`config.mk`:
```
export PLATFORM = sky130hd
export DESIGN_NAME = cv32e40p_dispatcher_ft_param
export DESIGN_NICKNAME = d
export VERILOG_FILES = /design/src/rtl/cv32e40p_ft_pkg.sv /design/src/rtl/cv32e40p_ft_unit_selector.sv /design/src/rtl/cv32e40p_dispatcher_ft_param.sv
export SDC_FILE = /design/constraint.sdc
export NUM_CORES = 1
export LEC_CHECK = 0
export CAP_MARGIN = 10
export CORE_ASPECT_RATIO = 1.75
export CORE_MARGIN = 2
export CORE_UTILIZATION = 50
export CTS_BUF_LIST = sky130_fd_sc_hd__clkbuf_8
export DETAILED_ROUTE_END_ITERATION = 12
export PLACE_DENSITY = 0.74
export SETUP_SLACK_MARGIN = 0.15
export SYNTH_ARGS = -nofsm -noshare
export SYNTH_HDL_FRONTEND = slang
export SYNTH_SLANG_ARGS = --single-unit
```
`constraint.sdc`:
```
create_clock -name clk -period 5.35 [get_ports clk]
set_clock_uncertainty 0.15 [all_clocks]
set_input_delay 1.07 -clock clk [delete_from_list [all_inputs] [get_ports clk]]
set_output_delay 1.07 -clock clk [all_outputs]
set_load 0.01 [all_outputs]
```
`src/rtl/cv32e40p_ft_pkg.sv`:
```
// rtl/cv32e40p_ft_pkg.sv - shared types and helpers for the fault-tolerant dispatcher
package cv32e40p_ft_pkg;

   localparam int FT_IDX_MAX_W = 8;
   localparam int FT_MAX_UNITS = 64;

   typedef enum logic [1:0] {
      FT_TMR    = 2'b00,
      FT_DMR    = 2'b01,
      FT_SINGLE = 2'b10,
      FT_DEAD   = 2'b11
   } ft_mode_e;

   typedef struct packed {
      logic [FT_IDX_MAX_W-1:0] slot2;
      logic [FT_IDX_MAX_W-1:0] slot1;
      logic [FT_IDX_MAX_W-1:0] slot0;
      ft_mode_e                mode;
   } ft_cfg_t;

   function automatic int unsigned popcount_healthy(input logic [FT_MAX_UNITS-1:0] faulty,
                                                    input int unsigned num_units);
      int unsigned cnt;
      cnt = 0;
      for (int i = 0; i < FT_MAX_UNITS; i++) begin
         if ((i < int'(num_units)) && !faulty[i]) cnt++;
      end
      return cnt;
   endfunction

   function automatic ft_cfg_t ft_cfg_reset();
      ft_cfg_t cfg;
      cfg.slot0 = FT_IDX_MAX_W'(0);
      cfg.slot1 = FT_IDX_MAX_W'(1);
      cfg.slot2 = FT_IDX_MAX_W'(2);
      cfg.mode  = FT_TMR;
      return cfg;
   endfunction

endpackage

```
`src/rtl/cv32e40p_ft_unit_selector.sv`:
```
// rtl/cv32e40p_ft_unit_selector.sv - maps a faulty mask to the lowest healthy voting slots and mode
module cv32e40p_ft_unit_selector
   import cv32e40p_ft_pkg::*;
#(
   parameter int NUM_UNITS = 4
) (
   input  logic [NUM_UNITS-1:0] faulty_i,
   output ft_cfg_t              cfg_o
);

   logic [FT_MAX_UNITS-1:0] faulty_ext;
   int unsigned             healthy;
   logic [FT_IDX_MAX_W-1:0] s0, s1, s2;

   always_comb begin
      int found;
      faulty_ext = FT_MAX_UNITS'(faulty_i);
      healthy    = popcount_healthy(faulty_ext, NUM_UNITS);
      s0 = '0;
      s1 = '0;
      s2 = '0;
      found = 0;
      for (int u = 0; u < NUM_UNITS; u++) begin
         if (!faulty_i[u]) begin
            if (found == 0)      s0 = FT_IDX_MAX_W'(u);
            else if (found == 1) s1 = FT_IDX_MAX_W'(u);
            else if (found == 2) s2 = FT_IDX_MAX_W'(u);
            found++;
         end
      end
      cfg_o.slot0 = s0;
      cfg_o.slot1 = s1;
      cfg_o.slot2 = s2;
      cfg_o.mode  = FT_TMR;
      // Degraded modes replicate the last healthy slot into the empty ones
      if (healthy == 2) begin
         cfg_o.slot2 = s1;
         cfg_o.mode  = FT_DMR;
      end else if (healthy == 1) begin
         cfg_o.slot1 = s0;
         cfg_o.slot2 = s0;
         cfg_o.mode  = FT_SINGLE;
      end else if (healthy == 0) begin
         cfg_o.slot0 = '0;
         cfg_o.slot1 = '0;
         cfg_o.slot2 = '0;
         cfg_o.mode  = FT_DEAD;
      end
   end

endmodule

```
`src/rtl/cv32e40p_dispatcher_ft_param.sv`:
```
// rtl/cv32e40p_dispatcher_ft_param.sv - leaky-bucket fault tracking and replica selection per unit class
module cv32e40p_dispatcher_ft_param
   import cv32e40p_ft_pkg::*;
#(
   parameter int NUM_UNITS   = 4,
   parameter int NUM_CLASSES = 2,
   parameter int ERR_THRESH  = 8,
   parameter int IDX_W       = $clog2(NUM_UNITS),
   parameter int CNT_W       = $clog2(ERR_THRESH + 1),
   parameter int CLS_W       = (NUM_CLASSES > 1) ? $clog2(NUM_CLASSES) : 1
) (
   input  logic                               clk,
   input  logic                               rst,
   input  logic [NUM_CLASSES-1:0]             class_sel_i,
   input  logic                               err_valid_i,
   input  logic [CLS_W-1:0]                   err_class_i,
   input  logic [NUM_UNITS-1:0]               err_vec_i,
   input  logic                               fault_clear_i,
   input  logic                               reconfig_ack_i,
   output logic                               reconfig_req_o,
   output logic [NUM_UNITS-1:0]               clock_gate_o,
   output logic [3*IDX_W-1:0]                 sel_idx_o,
   output logic [1:0]                         mode_o,
   output logic [NUM_CLASSES*NUM_UNITS-1:0]   faulty_mask_o,
   output logic [NUM_CLASSES-1:0]             totally_defective_o
);

   logic [CNT_W-1:0]                        cnt_q [NUM_CLASSES][NUM_UNITS];
   logic [CNT_W-1:0]                        cnt_d [NUM_CLASSES][NUM_UNITS];
   logic [NUM_CLASSES-1:0][NUM_UNITS-1:0]   faulty_q, faulty_d;
   ft_cfg_t                                 app_q [NUM_CLASSES];
   ft_cfg_t                                 app_d [NUM_CLASSES];
   ft_cfg_t                                 pend  [NUM_CLASSES];
   ft_cfg_t                                 out_cfg;
   logic                                    req;
   logic                                    sel_onehot;

   function automatic logic in_active_set(input ft_cfg_t cfg, input int u);
      return (cfg.mode != FT_DEAD) &&
             ((cfg.slot0 == FT_IDX_MAX_W'(u)) || (cfg.slot1 == FT_IDX_MAX_W'(u)) ||
              (cfg.slot2 == FT_IDX_MAX_W'(u)));
   endfunction

   for (genvar c = 0; c < NUM_CLASSES; c++) begin : g_sel
      cv32e40p_ft_unit_selector #(.NUM_UNITS(NUM_UNITS)) u_selector (
         .faulty_i (faulty_q[c]),
         .cfg_o    (pend[c])
      );
   end

   always_comb begin
      cnt_d    = cnt_q;
      faulty_d = faulty_q;
      for (int c = 0; c < NUM_CLASSES; c++) begin
         for (int u = 0; u < NUM_UNITS; u++) begin
            if (err_valid_i && (int'(err_class_i) == c)) begin
               if (err_vec_i[u]) begin
                  if (cnt_q[c][u] != CNT_W'(ERR_THRESH)) cnt_d[c][u] = cnt_q[c][u] + 1'b1;
               end else if (in_active_set(app_q[c], u) && (cnt_q[c][u] != '0)) begin
                  cnt_d[c][u] = cnt_q[c][u] - 1'b1;
               end
            end
            if (cnt_d[c][u] == CNT_W'(ERR_THRESH)) faulty_d[c][u] = 1'b1;
            if (fault_clear_i) begin
               cnt_d[c][u]    = '0;
               faulty_d[c][u] = 1'b0;
            end
         end
      end
   end

   // Applied configuration doubles as the per-class mode state; it only moves on an acked request
   always_comb begin
      req   = 1'b0;
      app_d = app_q;
      for (int c = 0; c < NUM_CLASSES; c++) begin
         if (pend[c] != app_q[c]) req = 1'b1;
      end
      if (req && reconfig_ack_i) app_d = pend;
   end

   always_ff @(posedge clk) begin
      if (rst) begin
         for (int c = 0; c < NUM_CLASSES; c++) begin
            for (int u = 0; u < NUM_UNITS; u++) cnt_q[c][u] <= '0;
            app_q[c] <= ft_cfg_reset();
         end
         faulty_q <= '0;
      end else begin
         cnt_q    <= cnt_d;
         faulty_q <= faulty_d;
         app_q    <= app_d;
      end
   end

   always_comb begin
      out_cfg      = '0;
      clock_gate_o = '0;
      sel_onehot   = (class_sel_i != '0) && ((class_sel_i & (class_sel_i - 1'b1)) == '0);
      for (int c = 0; c < NUM_CLASSES; c++) begin
         if (sel_onehot && class_sel_i[c]) out_cfg = app_q[c];
      end
      if (sel_onehot && (out_cfg.mode != FT_DEAD)) begin
         clock_gate_o[int'(out_cfg.slot0)] = 1'b1;
         clock_gate_o[int'(out_cfg.slot1)] = 1'b1;
         clock_gate_o[int'(out_cfg.slot2)] = 1'b1;
      end
      sel_idx_o = {IDX_W'(out_cfg.slot2), IDX_W'(out_cfg.slot1), IDX_W'(out_cfg.slot0)};
      mode_o    = out_cfg.mode;
   end

   always_comb begin
      for (int c = 0; c < NUM_CLASSES; c++) totally_defective_o[c] = (app_q[c].mode == FT_DEAD);
   end

   assign reconfig_req_o = req;
   assign faulty_mask_o  = faulty_q;

endmodule

```
==> metrics, run 1 <==
number of global-route vias before repair between 5000 and 6000; Rel. slew slack roughly a quarter; Detailed Place HPWL approximately 11 mm; largest net degree at the start of global routing 41; Total Power about 800 uW; Critical Path End Type output pin; fin util between 50 and 60%; synthesized flop and latch total 56; HP Start faulty_mask_o[4]$_SDFFE_PP0N_; # rows between 40 and 50; syn_nets roughly 740; Worst setup startpoint faulty_mask_o[0]$_SDFFE_PP0N_; Max Root-Sink Buffers 2; dpl cell area around 5500 um2; WL final roughly 15 mm; required time worst endpoint 4.13 ns; vias per cell 6.46; Top delay family on crit path simple AND/OR/NAND/NOR gates; r2r startpoint faulty_mask_o[0]$_SDFFE_PP0N_; fin nets roughly 740; Avg WL per Cell 17.8 um; largest cells by area after synthesis dfxtp_1 (22%), ha_1 (6.7%), nor2_1 (5.3%), nand2_1 (4.6%), o21ai_0 (4.0%); Layout area overhead 7.68%; CP Cell Sequence inv_1 -> ha_2 -> or3b_1 -> and3_1 -> o21ai_0 -> nand4b_1 -> nor4_4 -> nand3_1 -> or4_1 -> clkdlybuf4s50_1; slowest stage cell, crit path or4_1; post-synth top area share a little over a fifth; ant diodes 0; synthesized area per cell 7.42 um2; cts bufs inserted 5; layout cell share with drive strength beyond 1 under 10%; clk_lat worst skew about 0.32 ns; die area roughly 11000 um2; grt total ovfl 0; fin crit period roughly 5 ns; EDFF count, synth 0; Pleak 0.00198 uW; crit path max fanout 12; CTS root buffer clkbuf_8; final period utilization a little over nine tenths; filler instances slightly below 1000; Hold WC Path Type flop to flop; CTS tree built; reg-to-reg endpoint app_q[28]$_SDFFE_PP0P_; Fmax about 0.20 GHz; Hold Fails Final Rpt 0; DIE HEIGHT approximately 140 um; hold slack about 0.43 ns; first-pass GRT wire length around 24 mm; crit path kind flop to output pin; drt pass-1 iters 5; CP Buf/Inv Count 2; Syn Std Cell Area between 5000 and 6000 um2; Worst Tran Pin Value 1.13 ns; max cap viols 0; die width 81.0 um; WP depth 10; IO Pins 35; Setup crit end reconfig_req_o; initial antenna violation count 0; Core Region between 10000 and 15000 um2; CP max stage delay between 0.5 and 0.6 ns; leading cell type in the layout, fill and taps excluded nor2_1; largest area contributor in the netlist dfxtp_1; pwr/cell area roughly 150 nW/um2; status finished, final reports clean; GR Util All Layers between 20% and 30%; prevailing post-synth register cell dfxtp_1; Setup crit start kind flop; final slew viol count 0; Final ANT Viol Nets 0; Port Buf Inserts 34; initial core utilization 51.0%; via count approximately 5300; Initial DRC Count 372; Clk pin slew, worst setup/hold paths 0.10 ns; final setup fails 0; Worst EP arrival 3.79 ns; clk sinks 56; sequential cell area fraction in the yosys report between 20% and 30%; RSZ-0062 raised after global routing false; VDD IR max ~0.11 mV; Finished Cell Area approximately 5600 um2; setup TNS 0 ns; synth warn 0; worst-case reg-to-reg path depth 10; Yosys cell types 88; DR DRC count 0; R2R setup slack 1.74 ns; Syn Inst Count 700; CTS HTree Levels 2; Final Wtd Congestion around 0.9; commonest non-fill, non-tap cells in the layout nor2_1 (74), nand2_1 (63), dfxtp_1 (55); Post-synth ARST share 0%
flip-flops by register name, summed over array words and instances, names as in the netlist:
name / count
cnt_q: 32
app_q: 16
faulty_mask_o: 8
cell families after synthesis:
| family | after synthesis | share of synthesized area (%) |
|---|---|---|
| mux | 8 | 1.81 |
| flops | 56 | 21.6 |
| buf+inv | 95 | 8.26 |
| xor+xnor | 27 | 4.70 |
| fa+ha+maj | 29 | 7.13 |
| compound gates | 191 | 26.1 |
| simple gates | 294 | 30.4 |
repair_timing:
item                       CTS  global route
gates resized for setup      0             7
buffers inserted             0             0
setup endpoints to repair    0             1
hold buffers                 0             0
synthesized netlist by cell type, drive strengths merged (7+ instances only):
library cell  number
dfxtp             56
a222oi             7
clkbuf            27
xnor2             21
nand4             15
o221ai             8
nor4               9
a21oi             35
o21a               8
nor2              75
and2               8
o32ai              7
buf               18
a31oi             11
nand2b            21
nand2             64
inv               48
ha                28
o21ai             45
a211oi            10
nand3             14
nand3b             7
nor3b             11
nor2b             25
a41oi              7
nor3              12
worst min-delay path: stages, from the launching register on:
cell and delay, ns:
dfxtp_2 0.38, inv_1 0.11, a21oi_1 0.07
worst min-delay path by stage:
stage | end | slack (ns) | depth (start not counted)
final | faulty_mask_o[4]$_SDFFE_PP0N_ | 0.43 | 2
after global routing | faulty_mask_o[4]$_SDFFE_PP0N_ | 0.46 | 2
after CTS | faulty_mask_o[1]$_SDFFE_PP0N_ | 0.44 | 2
after detailed placement | faulty_mask_o[1]$_SDFFE_PP0N_ | 0.43 | 2
after global placement | faulty_mask_o[1]$_SDFFE_PP0N_ | 0.40 | 2
after floorplan | app_q[0]$_SDFFE_PP0P_ | 0.37 | 2
metal layers:
metal / wire, um / global-route usage, %
met5: 0 / 0
met4: 667 / 15.3
met3: 627 / 3.39
met2: 7930 / 48.2
met1: 5440 / 27.7
metrics by stage:
| step | std cells | setup WS, ns |
|---|---|---|
| after global routing | 825 | 0.153 |
| final | 825 | 0.341 |
| after detailed placement | 817 | 0.553 |
| after global placement | 817 | 0.639 |
| after floorplan | 700 | 1.22 |
| after CTS | 825 | 0.189 |
power by group:
group	total, uW	internal [uW]	switching, uW
registers	427	420	6.84
logic	133	51.0	81.8
clock network	259	104	155
final cells by class:
class,count,area [um2],area share [%]
clock buffer,6,82.6,1.48
clock inverter,2,11.3,0.201
inverter,48,180,3.22
multi-input combinational,549,3670,65.7
sequential,56,1120,20.1
tap,127,159,2.84
timing repair buffer,37,363,6.49
Note: power is estimated with default switching activity, not from simulation.
==> run 2, diff against run 1 <==
- CTS_CLUSTER_DIAMETER: unset -> 200
==> results of run 2 <==
Final layout, timing and power as in run 1 (identical DEF).
==> run 3, diff against run 2 <==
- PLACE_DENSITY: 0.74 -> 0.69
==> metrics, run 3 (same netlist as run 1, synthesis figures left out) <==
status finished, final reports clean; DR DRC count 0 (unchanged); CTS tree built; final setup fails 0 (unchanged); required time worst endpoint 4.13 ns (about the same); Worst EP arrival 3.76 ns (-0.03 ns); via count 5232 (-1.8%); CTS HTree Levels 2 (unchanged); fin nets 739 (+0.14%); Final ANT Viol Nets 0 (unchanged); Port Buf Inserts 34 (unchanged); crit path kind flop to output pin; pwr/cell area 145 nW/um2 (-1.2%); CP Cell Sequence fa_2 -> inv_1 -> a2111oi_4 -> nor2_2 -> or4_4 -> o211ai_2 -> nand3_2 -> or4_1 -> clkdlybuf4s50_1; crit path max fanout 8 (-4); CTS root buffer clkbuf_8; Initial DRC Count 423 (+14%); ant diodes 0 (unchanged); Setup crit start kind flop; # rows 49 (unchanged); clk_lat worst skew 0.33 ns (about the same); setup TNS 0 ns (unchanged); die area 11300 um2 (unchanged); RSZ-0062 raised after global routing false; VDD IR max 0.108 mV (-3.8%); Fmax 0.201 GHz (+0.64%); commonest non-fill, non-tap cells in the layout nor2_1 (74), nand2_1 (63), dfxtp_1 (53); number of flip-flops in the largest register 32 (unchanged); leading cell type in the layout, fill and taps excluded nor2_1; clk sinks 56 (unchanged); Avg WL per Cell 17.3 um (-2.6%); final period utilization 93.0% (-0.59 points); R2R setup slack 1.82 ns (+0.08 ns); die width 81.0 um (unchanged); vias per cell 6.33 (-2.0%); fin util 55.0% (+0.062 points); Worst Tran Pin Value 1.09 ns (-0.0441 ns); slowest stage cell, crit path fa_2; Hold Fails Final Rpt 0 (unchanged); final slew viol count 0 (unchanged); number of global-route vias before repair 4992 (-3.0%); Setup Buffers After CTS 0 (unchanged); Layout Cells excl Fill 826 (+0.12%); DIE HEIGHT 139 um (unchanged); Rel. slew slack 27.3% (+2.9 points); Detailed Place HPWL 10.9 mm (-2.6%); CP max stage delay 0.68 ns (+0.16 ns); dpl cell area 5470 um2 (+0.14%); Max Root-Sink Buffers 2 (unchanged); IO Pins 35 (unchanged); layout cell share with drive strength beyond 1 6.58% (+0.42 points); Layout area overhead 7.81%; largest net degree at the start of global routing 41 (unchanged); Final Wtd Congestion 0.954 (+4.6%); filler instances 995 (+0.71%); cts bufs inserted 5 (unchanged); hold slack 0.399 ns (-0.0357 ns); Clk pin slew, worst setup/hold paths 0.11 ns (about the same); initial core utilization 51.0% (unchanged); Finished Cell Area 5600 um2 (+0.11%); GR Util All Layers 26.2% (-0.25 points); WL final 14.3 mm (-2.5%); Hold WC Path Type flop to flop; Critical Path End Type output pin; drt pass-1 iters 6 (+1); Core Region 10200 um2 (unchanged); Pleak 0.00198 uW (+0.20%); fin crit period 4.98 ns (-0.0316 ns); grt total ovfl 0 (unchanged); max cap viols 0 (unchanged); Top reg by flops cnt_q; Placed Cells 818 (+0.12%); first-pass GRT wire length 23.7 mm (-0.89%); initial antenna violation count 0 (unchanged)
[run 3: critical path, delay by kind of cell, from the launching register on]
kind                       cells  cell delay, ns
AOI/OAI and AO/OA              2            0.43
and+or+nand+nor                4            1.34
buffers and inverters          2            0.61
DFF                            1            0.38
adders and majority gates      1            0.68
[run 3: path summary, 6_finish.rpt]
check | startpoint | endpoint | cells after the start
max | faulty_mask_o[4]$_SDFFE_PP0N_ | reconfig_req_o | 9
max reg2reg | faulty_mask_o[4]$_SDFFE_PP0N_ | app_q[18]$_SDFFE_PP0P_ | 9
min | faulty_mask_o[0]$_SDFFE_PP0N_ | faulty_mask_o[0]$_SDFFE_PP0N_ | 2
min reg2reg | faulty_mask_o[0]$_SDFFE_PP0N_ | faulty_mask_o[0]$_SDFFE_PP0N_ | 2
[run 3: per-layer routing]
metal,routed length [um],vias to the layer above,track usage (%)
li1,-,2531,-
met1,5650,2508,28.9
met2,7560,157,48.1
met3,547,36,3.26
met4,547,0,11.5
met5,0,-,0
[run 3: final cells by class]
| type | count | area (um2) | area share [%] |
|---|---|---|---|
| repair buffers | 38 | 370 | 6.61 |
| flip-flops and latches | 56 | 1130 | 20.1 |
| clock buffers | 5 | 68.8 | 1.23 |
| multi-input cells | 549 | 3680 | 65.7 |
| inverters | 48 | 180 | 3.22 |
| clock inverters | 3 | 17.5 | 0.313 |
| well taps | 127 | 159 | 2.84 |
[run 3: repair_timing]
item	in CTS	in global routing
setup endpoints to repair	1	1
gates resized for setup	1	10
hold buffers	0	0
[run 3: report_power, final]
part / switching, uW / internal, uW
Sequential: 6.37 / 420
Combinational: 82.2 / 51.4
Clock: 158 / 92.3
[run 3: through the flow]
step                total power (uW)  setup slack [ns]
floorplan                        528              1.22
global placement                 565             0.575
detailed placement               568             0.437
CTS                              815             0.187
global route                     847             0.171
finish                           810             0.373
